`src/rtl/timer_pkg.sv`:
```
// Shared constants and helpers for the descending timer and its prescaler.
package timer_pkg;

  localparam logic MODE_ONESHOT  = 1'b0;
  localparam logic MODE_PERIODIC = 1'b1;

  // A divide-by-1 prescaler still needs a one-bit counter to stay legal.
  function automatic int prescale_width(input int prescale);
    return (prescale > 1) ? $clog2(prescale) : 1;
  endfunction

endpackage

```
`src/rtl/prescale_tick.sv`:
```
// Free-running prescaler: emits one tick every PRESCALE enabled cycles.
module prescale_tick
  import timer_pkg::*;
#(
  parameter int PRESCALE = 1
) (
  input  logic clk,
  input  logic reset,
  input  logic en,
  input  logic clr,
  output logic tick
);

  localparam int PW = prescale_width(PRESCALE);
  localparam logic [PW-1:0] LAST = PW'(PRESCALE - 1);

  if (PRESCALE < 1) begin : g_bad_prescale
    $error("prescale_tick: PRESCALE must be >= 1");
  end

  logic [PW-1:0] cnt;

  always_ff @(posedge clk) begin
    if (reset) begin
      cnt <= '0;
    end else if (clr) begin
      cnt <= '0;
    end else if (en) begin
      cnt <= (cnt == LAST) ? '0 : cnt + 1'b1;
    end
  end

  assign tick = en && (cnt == LAST);

endmodule

```
`src/rtl/counter_down_timer.sv`:
```
// Loadable descending timer with prescaler, pause/resume and one-shot or
// periodic reload; used for bit-slot and poll-interval timing.
module counter_down_timer
  import timer_pkg::*;
#(
  parameter int W        = 8,
  parameter int M        = 35,
  parameter int PRESCALE = 1
) (
  input  logic         clk,
  input  logic         reset,
  input  logic         load,
  input  logic [W-1:0] load_val,
  input  logic         start,
  input  logic         stop,
  input  logic         mode,
  output logic [W-1:0] count,
  output logic         empty,
  output logic         done,
  output logic         running
);

  if (M >= (1 << W)) begin : g_bad_reset_value
    $error("counter_down_timer: M must be < 2**W");
  end

  if (PRESCALE < 1) begin : g_bad_prescale
    $error("counter_down_timer: PRESCALE must be >= 1");
  end

  logic [W-1:0] reload_reg;
  logic         start_ok;
  logic         pre_en;
  logic         pre_clr;
  logic         tick;

  // The prescaler only advances on cycles where no higher-priority command
  // acts, so a stop or load freezes/clears it rather than letting it slip.
  assign start_ok = start && !stop && !running;
  assign pre_clr  = load || start_ok;
  assign pre_en   = running && !load && !stop;

  prescale_tick #(
    .PRESCALE(PRESCALE)
  ) u_prescale (
    .clk  (clk),
    .reset(reset),
    .en   (pre_en),
    .clr  (pre_clr),
    .tick (tick)
  );

  always_ff @(posedge clk) begin
    if (reset) begin
      count      <= '0;
      reload_reg <= W'(M);
      running    <= 1'b0;
      done       <= 1'b0;
    end else begin
      done <= 1'b0;
      if (load) begin
        reload_reg <= load_val;
        count      <= load_val;
        if (load_val == '0 || stop) begin
          running <= 1'b0;
        end else if (start) begin
          running <= 1'b1;
        end
      end else if (stop) begin
        running <= 1'b0;
      end else if (start_ok) begin
        // Starting from empty reloads first; an empty reload expires at once.
        if (count == '0) begin
          if (reload_reg == '0) begin
            done <= 1'b1;
          end else begin
            count   <= reload_reg;
            running <= 1'b1;
          end
        end else begin
          running <= 1'b1;
        end
      end else if (tick) begin
        if (count == W'(1)) begin
          done <= 1'b1;
          if (mode == MODE_PERIODIC && reload_reg != '0) begin
            count <= reload_reg;
          end else begin
            count   <= '0;
            running <= 1'b0;
          end
        end else if (count != '0) begin
          count <= count - 1'b1;
        end
      end
    end
  end

  assign empty = (count == '0);

endmodule

```
`config.mk`:
```
export PLATFORM = sky130hd
export DESIGN_NAME = counter_down_timer
export DESIGN_NICKNAME = d
export VERILOG_FILES = /design/src/rtl/timer_pkg.sv /design/src/rtl/prescale_tick.sv /design/src/rtl/counter_down_timer.sv
export SDC_FILE = /design/constraint.sdc
export NUM_CORES = 1
export LEC_CHECK = 0
export ABC_AREA = 1
export BUFFER_PORTS_ARGS = -buffer_cell sky130_fd_sc_hd__buf_2
export CAP_MARGIN = 0
export CORE_UTILIZATION = 50
export DETAILED_ROUTE_END_ITERATION = 8
export HOLD_SLACK_MARGIN = 0.15
export PLACE_DENSITY = 0.77
export SKIP_CTS_REPAIR_TIMING = 1
export SYNTH_ARGS = -nofsm -noshare
export SYNTH_HDL_FRONTEND = slang
export SYNTH_HIERARCHICAL = 1
export SYNTH_SLANG_ARGS = --single-unit
```
`constraint.sdc`:
```
create_clock -name clk -period 1.5 [get_ports clk]
set_input_delay 0 -clock clk [delete_from_list [all_inputs] [get_ports clk]]
set_output_delay 0 -clock clk [all_outputs]
set_load 0.01 [all_outputs]
```
==> metrics <==
status finished, final reports clean; number of DRC markers in iteration 0 63; crit path max-delay cell type dlygate4sd3_1; crit path kind flip-flop to flip-flop; synth cell count leaders nand2_1 (53), nor2_1 (36), inv_1 (23); Async S/R FF share, synth 0%; GR Layer Usage met1 29.9%; pin count of the biggest net entering global routing 16; Min-Delay Path Class input port to flip-flop; crit end category flip-flop; Placed Cells between 200 and 300; vias in the first global route ~1000; post-synth top area cell dfxtp_1; Pins Over Slew Limit 0; internal power between 0.9 and 1 mW; Worst Skew 0.0122 ns; DR vias/cell 5.18; Achievable Freq 673 MHz; Longest Clk Path Bufs 2; Logic pwr share 42.9%; Hold Vio Cnt, Final 0; DIE HEIGHT 54.9 µm; Hold Slack ~0.11 ns; Worst EP arrival 1.74 ns; fin worst setup slack 0.0135 ns; ANT cells 0; cells after synthesis 218; fin nets 289; Die X 54.9 µm; CTS tree built; Clk pwr share 20.5%; register bit total from synthesis 18; final period utilization 99.1%; post-route cell area between 1500 and 2000 µm²; Avg WL per Cell 12.8 µm; clk_lat worst skew 0.31 ns; Buf+Inv Stages, Crit Path 3; CTS H-tree lvls 1; Seq/Total Area, Yosys 25.8%; Sw Share 39.5%; Filler cells between 200 and 250; met3 Usage GRT 2.50%; final WL 3860 µm; Max-slew headroom 71.3%; Synth cell types 28; Rows 18; Non-Filler Instances 301; top-count cell post-synth nand2_1; GRT Total Usage between 20% and 30%; most frequent CP cell inv_1; worst slew pin tran 0.429 ns; initial antenna violation count 0; Clock Sink Count 18; DRC viols 0; crit-path cells inv_1 -> o21ai_0 -> inv_1 -> nor2_1 -> dlygate4sd3_1; routability cong. 0.803; crit start category flip-flop; worst-path maximum fanout 2; CTS Buf Count 3; area fraction of the dominant cell type after synthesis 25.8%; Initial Utilization 54.4%; PwrDens ~800 nW/µm²; number of synthesized flops with an enable pin 0; Clock Pin Slew Worst Setup and Hold Paths 0.12 ns; top cells by area, synth dfxtp_1 (26%), nand2_1 (14%), nor2_1 (9.7%); Die Footprint 3010 µm²; WP data required 1.75 ns; Total Power 1.57 mW; buffers added on ports 24; LEAKAGE 0.897 nW; Psw 0.620 mW; HPWL after detailed placement 2400 µm; max-cap violation count 0; CP peak stage delay 0.55 ns; syn avg cell area around 6.4 µm²; GR peak layer met2; DR vias 1560; DRT Pass-1 Iters 4; syn_nets roughly 240; Area Overhead vs Synth 37.2%; core area roughly 2600 µm²; area of the multi-input gates 996 µm²; Reg area 370 µm²; ys flop type dfxtp_1; first-pass GRT wire length 4660 µm; Yosys Warn Count 6; fin crit period 1.49 ns; Top Family by Delay on Critical Path buffers and inverters; Placed Area 1560 µm²; remaining global-route overflow 0; share of cells above drive strength 1 29.9%; mapped cell area about 1400 µm²; CTS root buf clkbuf_4; Place WS -0.0148 ns; Max VDD drop around 0.0008 V; final setup vio count 0; I/O pin count 25; sequential power share 36.7%; M2 GR Usage 36.3%; Antenna Violating Nets Remaining 0
## layout make-up
type | count | area share (%)
clock buffer | 4 | 1.89
multi-input combinational | 170 | 52.0
inverter | 29 | 6.07
timing repair buffer | 50 | 18.8
sequential | 18 | 19.3
tap | 30 | 1.96
## cells in the final DEF (no fill, tap or decap), types with 2 or more instances in the layout
| master | n |
|---|---|
| o21ai_0 | 4 |
| nand3_4 | 2 |
| nand2_2 | 3 |
| ha_4 | 2 |
| nor2_2 | 7 |
| nand2_4 | 4 |
| a21oi_1 | 14 |
| buf_4 | 8 |
| o211ai_1 | 3 |
| nand3_1 | 22 |
| clkbuf_4 | 3 |
| dfxtp_2 | 5 |
| nand4_1 | 2 |
| nand2_8 | 3 |
| dfxtp_1 | 12 |
| inv_1 | 20 |
| o21a_1 | 4 |
| nor3_1 | 2 |
| nor2_4 | 3 |
| dlygate4sd3_1 | 18 |
| nor2_1 | 33 |
| or2_2 | 2 |
| inv_2 | 7 |
| buf_2 | 24 |
| nand2_1 | 51 |
| a21boi_0 | 3 |
## layer usage
layer  vias to the layer above  wire length, µm
li1                        809                -
met1                       689             1710
met2                        56             1940
met3                         6              168
met4                         0               46
met5                         -                0
## final timing paths
check                                   from                    endpoint  slack (ns)  depth (start not counted)
hold / removal                   load_val[7]        running$_SDFFE_PP0P_        0.11                          5
setup reg to reg  reload_reg[7]$_SDFFE_PP0P_  reload_reg[7]$_SDFFE_PP0P_        0.01                          5
hold reg to reg   reload_reg[0]$_SDFFE_PP1P_  reload_reg[0]$_SDFFE_PP1P_        0.52                          2
setup / recovery  reload_reg[7]$_SDFFE_PP0P_  reload_reg[7]$_SDFFE_PP0P_        0.01                          5
## kinds of logic after synthesis
kind of cell,Yosys count,synth area share [%]
AOI/OAI and AO/OA,28,11.8
xor gates and xnor gates,1,0.627
adders and majority gates,3,2.69
buffers and inverters,33,10.3
DFF,18,25.8
and+or+nand+nor,135,48.8
## power by group through the flow
stage	Clock [mW]	Combinational (mW)	Sequential, mW
2_1_floorplan	0	0.387	0.581
3_3_place_gp	0	0.542	0.573
3_5_place_dp	0	0.547	0.575
4_1_cts	0.324	0.550	0.564
5_1_grt	0.346	0.747	0.580
6_report	0.321	0.672	0.575
## stage by stage
step                setup TNS (ns)  utilization (%)
floorplan                        0                -
global placement                 0             60.7
detailed placement         -0.0792             60.7
CTS                         -0.180             62.1
global route               -0.0293             74.7
finish                           0             74.7
## worst reg2reg max path, cell delays in order (launching register included)
cell and delay, ns:
dfxtp_1 0.36, inv_1 0.06, o21ai_0 0.26, inv_1 0.09, nor2_1 0.12, dlygate4sd3_1 0.55
No activity file was read; power rests on OpenSTA's default activity.
